<file path="src/rtl/cond_unit_if.sv">
// ALU flag / decoder bundle between the datapath and cond_unit.
// master drives decoder and ALU fields; slave is the condition unit.
interface cond_unit_if #(
  parameter int CNT_W = 16
);
  logic [3:0]       Cond;
  logic [3:0]       ALUFlags;
  logic [2:0]       FlagW;
  logic             PCS;
  logic             RegW;
  logic             MemW;
  logic             NoWrite;
  logic             instr_valid;
  logic             stall;
  logic             cnt_clr;
  logic             CondEx;
  logic             PCSrc;
  logic             RegWrite;
  logic             MemWrite;
  logic [3:0]       Flags;
  logic             carry_in;
  logic [CNT_W-1:0] CondFailCount;

  modport master (
    output Cond, ALUFlags, FlagW,
    output PCS, RegW, MemW, NoWrite,
    output instr_valid, stall, cnt_clr,
    input  CondEx, PCSrc, RegWrite, MemWrite,
    input  Flags, carry_in, CondFailCount
  );

  modport slave (
    input  Cond, ALUFlags, FlagW,
    input  PCS, RegW, MemW, NoWrite,
    input  instr_valid, stall, cnt_clr,
    output CondEx, PCSrc, RegWrite, MemWrite,
    output Flags, carry_in, CondFailCount
  );
endinterface

</file>
<file path="src/rtl/cond_unit.sv">
// Condition unit: NZCV register, condition check, write-enable gating
// and a saturating count of condition-failed instructions.
module cond_unit #(
  parameter int         CNT_W       = 16,
  parameter logic [3:0] RESET_FLAGS = 4'b0000
) (
  input  logic      clk,
  input  logic      reset_n,
  cond_unit_if.slave bus
);

  logic [3:0]       flags_q, flags_d;
  logic [CNT_W-1:0] cnt_q, cnt_d;
  logic             cond_ex;
  logic             retire;
  logic             n, z, c, v;

  assign n = flags_q[3];
  assign z = flags_q[2];
  assign c = flags_q[1];
  assign v = flags_q[0];

  assign retire = bus.instr_valid & ~bus.stall & reset_n;

  // Condition check uses only the registered flags
  always_comb begin
    cond_ex = 1'b0;
    unique case (bus.Cond)
      4'b0000: cond_ex = z;
      4'b0001: cond_ex = ~z;
      4'b0010: cond_ex = c;
      4'b0011: cond_ex = ~c;
      4'b0100: cond_ex = n;
      4'b0101: cond_ex = ~n;
      4'b0110: cond_ex = v;
      4'b0111: cond_ex = ~v;
      4'b1000: cond_ex = c & ~z;
      4'b1001: cond_ex = ~c | z;
      4'b1010: cond_ex = (n == v);
      4'b1011: cond_ex = (n != v);
      4'b1100: cond_ex = ~z & (n == v);
      4'b1101: cond_ex = z | (n != v);
      4'b1110: cond_ex = 1'b1;
      4'b1111: cond_ex = 1'b0;
    endcase
  end

  // Next flags: per-field write enables, only on a passing retire
  always_comb begin
    flags_d = flags_q;
    if (retire && cond_ex) begin
      if (bus.FlagW[2]) flags_d[3:2] = bus.ALUFlags[3:2];
      if (bus.FlagW[1]) flags_d[1]   = bus.ALUFlags[1];
      if (bus.FlagW[0]) flags_d[0]   = bus.ALUFlags[0];
    end
  end

  // Next count: clear wins, else saturating increment on failed retire
  always_comb begin
    cnt_d = cnt_q;
    if (bus.cnt_clr) begin
      cnt_d = '0;
    end else if (retire && !cond_ex && (cnt_q != {CNT_W{1'b1}})) begin
      cnt_d = cnt_q + 1'b1;
    end
  end

  // State registers with asynchronous reset
  always_ff @(posedge clk or negedge reset_n) begin
    if (!reset_n) begin
      flags_q <= RESET_FLAGS;
      cnt_q   <= '0;
    end else begin
      flags_q <= flags_d;
      cnt_q   <= cnt_d;
    end
  end

  assign bus.CondEx        = cond_ex;
  assign bus.PCSrc         = bus.PCS & cond_ex & retire;
  assign bus.RegWrite      = bus.RegW & ~bus.NoWrite & cond_ex & retire;
  assign bus.MemWrite      = bus.MemW & cond_ex & retire;
  assign bus.Flags         = flags_q;
  assign bus.carry_in      = flags_q[1];
  assign bus.CondFailCount = cnt_q;

endmodule

</file>
<file path="src/flat_wrapper.sv">
// flat-port wrapper written by rule: the top's interface ports become plain ports
module cond_unit_flat 
#(
  parameter int         CNT_W       = 16,
  parameter logic [3:0] RESET_FLAGS = 4'b0000
)
  (clk, reset_n, bus_Cond, bus_ALUFlags, bus_FlagW, bus_PCS, bus_RegW, bus_MemW, bus_NoWrite, bus_instr_valid, bus_stall, bus_cnt_clr, bus_CondEx, bus_PCSrc, bus_RegWrite, bus_MemWrite, bus_Flags, bus_carry_in, bus_CondFailCount);
  cond_unit_if #(.CNT_W(CNT_W)) bus_i ();
  input  logic clk;
  input  logic reset_n;
  input wire logic [$bits(bus_i.Cond)-1:0] bus_Cond;
  input wire logic [$bits(bus_i.ALUFlags)-1:0] bus_ALUFlags;
  input wire logic [$bits(bus_i.FlagW)-1:0] bus_FlagW;
  input wire logic [$bits(bus_i.PCS)-1:0] bus_PCS;
  input wire logic [$bits(bus_i.RegW)-1:0] bus_RegW;
  input wire logic [$bits(bus_i.MemW)-1:0] bus_MemW;
  input wire logic [$bits(bus_i.NoWrite)-1:0] bus_NoWrite;
  input wire logic [$bits(bus_i.instr_valid)-1:0] bus_instr_valid;
  input wire logic [$bits(bus_i.stall)-1:0] bus_stall;
  input wire logic [$bits(bus_i.cnt_clr)-1:0] bus_cnt_clr;
  output wire logic [$bits(bus_i.CondEx)-1:0] bus_CondEx;
  output wire logic [$bits(bus_i.PCSrc)-1:0] bus_PCSrc;
  output wire logic [$bits(bus_i.RegWrite)-1:0] bus_RegWrite;
  output wire logic [$bits(bus_i.MemWrite)-1:0] bus_MemWrite;
  output wire logic [$bits(bus_i.Flags)-1:0] bus_Flags;
  output wire logic [$bits(bus_i.carry_in)-1:0] bus_carry_in;
  output wire logic [$bits(bus_i.CondFailCount)-1:0] bus_CondFailCount;
  assign bus_i.Cond = bus_Cond;
  assign bus_i.ALUFlags = bus_ALUFlags;
  assign bus_i.FlagW = bus_FlagW;
  assign bus_i.PCS = bus_PCS;
  assign bus_i.RegW = bus_RegW;
  assign bus_i.MemW = bus_MemW;
  assign bus_i.NoWrite = bus_NoWrite;
  assign bus_i.instr_valid = bus_instr_valid;
  assign bus_i.stall = bus_stall;
  assign bus_i.cnt_clr = bus_cnt_clr;
  assign bus_CondEx = bus_i.CondEx;
  assign bus_PCSrc = bus_i.PCSrc;
  assign bus_RegWrite = bus_i.RegWrite;
  assign bus_MemWrite = bus_i.MemWrite;
  assign bus_Flags = bus_i.Flags;
  assign bus_carry_in = bus_i.carry_in;
  assign bus_CondFailCount = bus_i.CondFailCount;
  cond_unit #(.CNT_W(CNT_W), .RESET_FLAGS(RESET_FLAGS)) u_core (.clk(clk), .reset_n(reset_n), .bus(bus_i));
endmodule
</file>
<file path="config.mk">
export PLATFORM = sky130hd
export DESIGN_NAME = cond_unit_flat
export DESIGN_NICKNAME = d
export VERILOG_FILES = /design/src/rtl/cond_unit_if.sv /design/src/rtl/cond_unit.sv /design/src/flat_wrapper.sv
export SDC_FILE = /design/constraint.sdc
export NUM_CORES = 1
export LEC_CHECK = 0
export ABC_CLOCK_PERIOD_IN_PS = 6300
export CORE_UTILIZATION = 49
export CTS_CLUSTER_SIZE = 20
export DETAILED_ROUTE_END_ITERATION = 8
export MAX_ROUTING_LAYER = met4
export PLACE_DENSITY = 0.91
export SETUP_SLACK_MARGIN = 0.05
export SLEW_MARGIN = 20
export SYNTH_ARGS = -nofsm -noshare
export SYNTH_HDL_FRONTEND = slang
export SYNTH_SLANG_ARGS = --single-unit
</file>
<file path="constraint.sdc">
create_clock -name clk -period 6.3 [get_ports clk]
set_input_delay 1.575 -clock clk [delete_from_list [all_inputs] [get_ports clk]]
set_output_delay 1.575 -clock clk [all_outputs]
set_load 0.05 [all_outputs]
</file>
==> out/summary.txt, run 1 <==
port bufs = 44
setup slack after layout = 0.396 ns
Final ANT Viol Nets = 0
Final Non-Filler Cells = 212
Final Hold Viols = 0
Ports = 45
starting density of the core = 0.532
worst setup path class = input pin to primary output
Max-slew headroom = 0.627
vias post-DR = 1245
core area = 0.00252 mm²
final setup vio count = 0
antenna violations before repair = 0
fmax = 169 MHz
clk sinks = 20
status = finished, final reports clean
Row Count = 18
Main synth FF type = dfrtp_1
total CTS buffers = 3
static leakage = 0.736 nW
HPWL Detailed = 2530 µm
final period utilization = 0.937
syn_nets = 161
share of flip-flops with an asynchronous set or reset = 1.00
yosys warns = 0
Seq cells post-synth = 20
Critical Path End Type = primary output
top cell type's share of synthesized area = 0.373
die area = 0.00295 mm²
Hold Crit Class = flop to flop
first-pass GRT wire length = 5520 µm
Layout area overhead = 34.9%
drt via density = 5.87
Post CTS Setup Buffer Count = 0
Final Critical Period = 5.90 ns
H-tree depth = 1
DRT Pass-1 Iters = 4
Post-Syn Area per Cell = 9.59 µm²
leading area contributor after synthesis = dfrtp_1
Worst setup SP type = input pin
final setup TNS = 0 ns
peak supply drop = 0.318 mV
final net count = 204
Root Buffer = clkbuf_4
most numerous cell in the Yosys netlist = dfrtp_1
die height = 54.3 µm
Hold WS = 0.578 ns
Synth Instances = 140
Synth cell types = 46
total congestion overflow = 0
Placed Instances = 208
Cell Area, Synth = 0.00134 mm²
Worst-Margin Slew = 0.552 ns
crit path DAT = 4.33 ns
final wirelength = 3380 µm
TritonCTS clock tree = built
drt drc = 0
Post-CTS Resized = 0
pin count of the biggest net entering global routing = 22
DRT iter0 DRCs = 43
RSZ-0062 raised after global routing = no
Max clock buf depth = 2
top post-synthesis cells by area = dfrtp_1, and3_1, mux2_2
routed len/inst = 16.0 µm
clk_lat worst skew = 0.31 ns
clk slew on worst S/H paths = 0.11 ns
critical path peak fanout = 8
pre-CTS setup slack = 0.421 ns
Worst EP required = 4.72 ns
CTS Hold Bufs = 0
most frequent cells after synthesis = dfrtp_1, a21oi_1, and3_1, inv_1, nand3_1
final max-slew violation count = 0
gr usage total = 0.266
antenna cells = 0
total of max-cap violations = 0
worst clock skew = 0.00188 ns
Seq/Total Area, Yosys = 0.373
vias in the first global route = 1233
EDFF count, synth = 0
Die X = 54.3 µm
GP Congestion = 0.770
proportion of layout cells with a drive suffix above 1 = 0.121
PD cells = 243 mW/mm²
[flip-flops by register name (all words and copies together) (netlist names)]
name                      count
u_core.bus.CondFailCount     16
u_core.bus.Flags              4
[final cells by class]
| cell class | count | area (µm²) |
|---|---|---|
| Clock buffer | 4 | 36.3 |
| Fill cell | 192 | 711 |
| Inverter | 9 | 33.8 |
| Multi-Input combinational cell | 104 | 756 |
| Sequential cell | 20 | 500 |
| Tap cell | 30 | 37.5 |
| Timing Repair Buffer | 45 | 448 |
[report_power, final]
part           internal, W  switching [W]
Clock            0.0000353      0.0000407
Sequential        0.000141      0.0000179
Combinational    0.0000809       0.000125
[stage by stage]
stage,power [W],utilization,instance area (µm²)
detailed placement,0.000366,0.704,1780
finish,0.000441,0.718,1810
global placement,0.000360,0.704,1780
global route,0.000458,0.718,1810
floorplan,0.000303,-,1340
CTS,0.000442,0.718,1810
[critical path, stage by stage]
cell	delay [ns]
clkdlybuf4s50_1	0.59
nor4b_1	0.61
a2111oi_4	0.10
o211a_4	0.27
nand2_1	0.17
and4b_1	0.22
clkdlybuf4s50_1	0.80
[per-layer routing]
layer | vias to the layer above | global-route usage | wire, µm
met5 | - | - | 0
met4 | 0 | 0.0598 | 31
met3 | 5 | 0.0389 | 122
met2 | 31 | 0.472 | 1810
met1 | 608 | 0.315 | 1420
li1 | 601 | - | -
[final timing paths]
check                                              from                            to  slack [ns]  cells past startpoint
hold reg to reg            u_core.bus.CondFailCount[12]  u_core.bus.CondFailCount[12]        0.58                      2
setup reg to reg                    u_core.bus.Flags[3]   u_core.bus.CondFailCount[4]        3.84                      6
max in group asynchronous                       reset_n  u_core.bus.CondFailCount[12]        4.49                      2
hold / removal             u_core.bus.CondFailCount[12]  u_core.bus.CondFailCount[12]        0.58                      2
min in group asynchronous                       reset_n   u_core.bus.CondFailCount[3]        1.60                      2
setup / recovery                            bus_Cond[1]                  bus_RegWrite        0.40                      7
[layout by cell type, fill, tap and decap left out, types with 2 or more instances in the layout]
master | Yosys | layout
a21o_1 | 4 | 4
a21oi_1 | 10 | 10
and2_1 | 3 | 3
and3_1 | 9 | 9
clkbuf_4 | 0 | 3
clkdlybuf4s50_1 | 0 | 44
dfrtp_1 | 20 | 20
inv_1 | 9 | 9
mux2_2 | 5 | 5
mux2i_1 | 5 | 5
nand2_1 | 7 | 7
nand2b_1 | 2 | 2
nand3_1 | 8 | 8
nand4_1 | 4 | 4
nor2_1 | 6 | 6
nor3b_1 | 2 | 2
nor4b_1 | 3 | 3
o21ai_0 | 3 | 3
o31ai_1 | 5 | 5
or4_1 | 3 | 3
xnor2_1 | 3 | 3
[logic make-up after synthesis]
group,count (synthesis),synth area share
mux,10,0.0792
compound gates,30,0.175
buf+inv,16,0.0643
xor+xnor,4,0.0261
fa+ha+maj,1,0.00932
simple gates,59,0.273
flops,20,0.373
No activity file was read; power rests on OpenSTA's default activity.
==> run 2, diff against run 1 <==
Settings changed: SKIP_LAST_GASP set to 1.
==> results of run 2 <==
The final DEF is identical to that of run 1; final timing and power are the same.
==> run 3, diff against run 2 <==
Settings changed: CORE_UTILIZATION 49 to 51, CTS_BUF_LIST set to sky130_fd_sc_hd__clkbuf_4, PLACE_DENSITY 0.91 to 0.94.
==> run 3 against run 2 <==
Sequential share of layout area increased by 0.15 points. Core utilization increased by 0.90 points. Clock skew increased by 0.0032 ns. Hold slack improved by 0.019 ns. Cell count unchanged. Non-clock buffer count unchanged. Fmax about the same.
==> out/summary.txt, run 3 (synthesis results as in run 1) <==
HPWL Detailed = 2670 µm (was 2530 µm)
pre-CTS setup slack = 0.432 ns (was 0.421 ns)
static leakage = 0.730 nW (was 0.736 nW)
Max-slew headroom = 0.629 (was 0.627)
FF-to-FF setup slack = 3.80 ns (was 3.84 ns)
final setup TNS = 0 ns (unchanged)
most frequent cells in the layout = clkdlybuf4s50_1, dfrtp_1, a21oi_1 (unchanged)
drt drc = 0 (unchanged)
worst hold path cell count = 2 (unchanged)
first-pass GRT wire length = 5780 µm (was 5520 µm)
clk sinks = 20 (unchanged)
clk slew on worst S/H paths = 0.11 ns (about the same)
total congestion overflow = 0 (unchanged)
most used cell along the critical path = clkdlybuf4s50_1 (unchanged)
Final Critical Period = 5.90 ns (about the same)
Post CTS Setup Buffer Count = 0 (unchanged)
DRT iter0 DRCs = 25 (was 43)
final max-slew violation count = 0 (unchanged)
DP Area = 0.00178 mm² (unchanged)
setup slack after layout = 0.396 ns (about the same)
final setup vio count = 0 (unchanged)
routed len/inst = 16.8 µm (was 16.0 µm)
fmax = 169 MHz (about the same)
clk_lat worst skew = 0.30 ns (was 0.31 ns)
Worst setup SP type = input pin (unchanged)
pin count of the biggest net entering global routing = 21 (was 22)
drt via density = 5.91 (was 5.87)
Ports = 45 (unchanged)
Worst-Margin Slew = 0.554 ns (was 0.552 ns)
Final ANT Viol Nets = 0 (unchanged)
Hold Crit Class = flop to flop (unchanged)
GP Congestion = 0.833 (was 0.770)
Critical Path Slowest Stage Cell = clkdlybuf4s50_1 (unchanged)
R2R Path Start = u_core.bus.Flags[0] (was u_core.bus.Flags[3])
status = finished, final reports clean (unchanged)
PD cells = 238 mW/mm² (was 243 mW/mm²)
crit path DAT = 4.33 ns (about the same)
Placed Instances = 208 (unchanged)
DRT Pass-1 Iters = 4 (unchanged)
Layout area overhead = 34.2% (was 34.9%)
commonest non-fill, non-tap cell in the layout = clkdlybuf4s50_1 (unchanged)
H-tree depth = 1 (unchanged)
total CTS buffers = 3 (unchanged)
proportion of layout cells with a drive suffix above 1 = 0.115 (was 0.121)
antenna violations before repair = 0 (unchanged)
vias in the first global route = 1261 (was 1233)
final instance area = 0.00180 mm² (was 0.00181 mm²)
CTS Hold Bufs = 0 (unchanged)
peak supply drop = 0.274 mV (was 0.318 mV)
final period utilization = 0.937 (about the same)
die area = 0.00284 mm² (was 0.00295 mm²)
Root Buffer = clkbuf_4 (unchanged)
R2R Path End = u_core.bus.CondFailCount[4] (unchanged)
TritonCTS clock tree = built (unchanged)
total of max-cap violations = 0 (unchanged)
core area = 0.00248 mm² (was 0.00252 mm²)
Reg2Reg Depth = 6 (unchanged)
port bufs = 44 (unchanged)
crit-path max cell delay = 0.82 ns (was 0.80 ns)
Hold Path Sink = u_core.bus.CondFailCount[6] (was u_core.bus.CondFailCount[12])
Final Non-Filler Cells = 212 (unchanged)
final net count = 204 (unchanged)
Worst path top cell family by delay = buffers and inverters (unchanged)
max reg flops = 16 (unchanged)
Final Hold Viols = 0 (unchanged)
Post-CTS Resized = 0 (unchanged)
critical path peak fanout = 8 (unchanged)
Row Count = 18 (unchanged)
worst setup path class = input pin to primary output (unchanged)
Max clock buf depth = 2 (unchanged)
CP Launch Point = bus_Cond[1] (unchanged)
min-delay src = u_core.bus.CondFailCount[6] (was u_core.bus.CondFailCount[12])
Critical Path End Type = primary output (unchanged)
final wirelength = 3570 µm (was 3380 µm)
worst clock skew = 0.00512 ns (was 0.00188 ns)
gr usage total = 0.296 (was 0.266)
starting density of the core = 0.542 (was 0.532)
Die X = 53.3 µm (was 54.3 µm)
vias post-DR = 1253 (was 1245)
die height = 53.3 µm (was 54.3 µm)
Worst EP required = 4.72 ns (about the same)
antenna cells = 0 (unchanged)
Bufs and invs on worst path = 2 (unchanged)
fill cell count = 196 (was 192)
RSZ-0062 raised after global routing = no (unchanged)
crit path cell chain = clkdlybuf4s50_1 -> nor4b_1 -> a2111oi_4 -> o211a_4 -> nand2_1 -> and3_1 -> clkdlybuf4s50_1 (was clkdlybuf4s50_1 -> nor4b_1 -> a2111oi_4 -> o211a_4 -> nand2_1 -> and4b_1 -> clkdlybuf4s50_1)
[run 3: tightest hold or removal path, cell delays in order (launching register included)]
cell,delay [ns]
dfrtp_1,0.43
o31ai_1,0.08
a21oi_1,0.06
[run 3: power breakdown]
group	switching (W)	total (W)	internal, W	leakage [nW]
clock network	0.0000389	0.0000620	0.0000231	0.0154
registers	0.0000189	0.000160	0.000141	0.272
logic	0.000126	0.000207	0.0000809	0.443
total	0.000184	0.000429	0.000245	0.730
[run 3: worst max-delay path by stage]
stage | to | slack, ns | cells after the start
2_1_floorplan | bus_RegWrite | 1.18 | 6
3_3_place_gp | bus_RegWrite | 0.55 | 7
3_5_place_dp | bus_RegWrite | 0.43 | 7
4_1_cts | bus_RegWrite | 0.43 | 7
5_1_grt | bus_PCSrc | 0.27 | 7
6_report | bus_PCSrc | 0.40 | 7
[run 3: final cells by class]
| cell class | count | area [µm²] | share of cell area |
|---|---|---|---|
| clock buffer | 3 | 22.5 | 0.0125 |
| clock inverter | 1 | 3.75 | 0.00208 |
| inverter | 9 | 33.8 | 0.0187 |
| multi-input combinational | 104 | 756 | 0.419 |
| sequential | 20 | 500 | 0.278 |
| tap | 30 | 37.5 | 0.0208 |
| timing repair buffer | 45 | 448 | 0.249 |
[run 3: routing by layer]
metal  share of wire  GRT usage
met1            0.41      0.322
met2            0.53      0.513
met3           0.036     0.0489
met4           0.025      0.154
met5               0          -
[run 3: stage by stage]
stage,util,power [W],hold WS [ns]
after global placement,0.717,0.000361,0.546
after floorplan,-,0.000303,0.798
after detailed placement,0.717,0.000368,0.569
final,0.727,0.000429,0.597
after CTS,0.727,0.000431,0.590
after global routing,0.727,0.000451,0.622
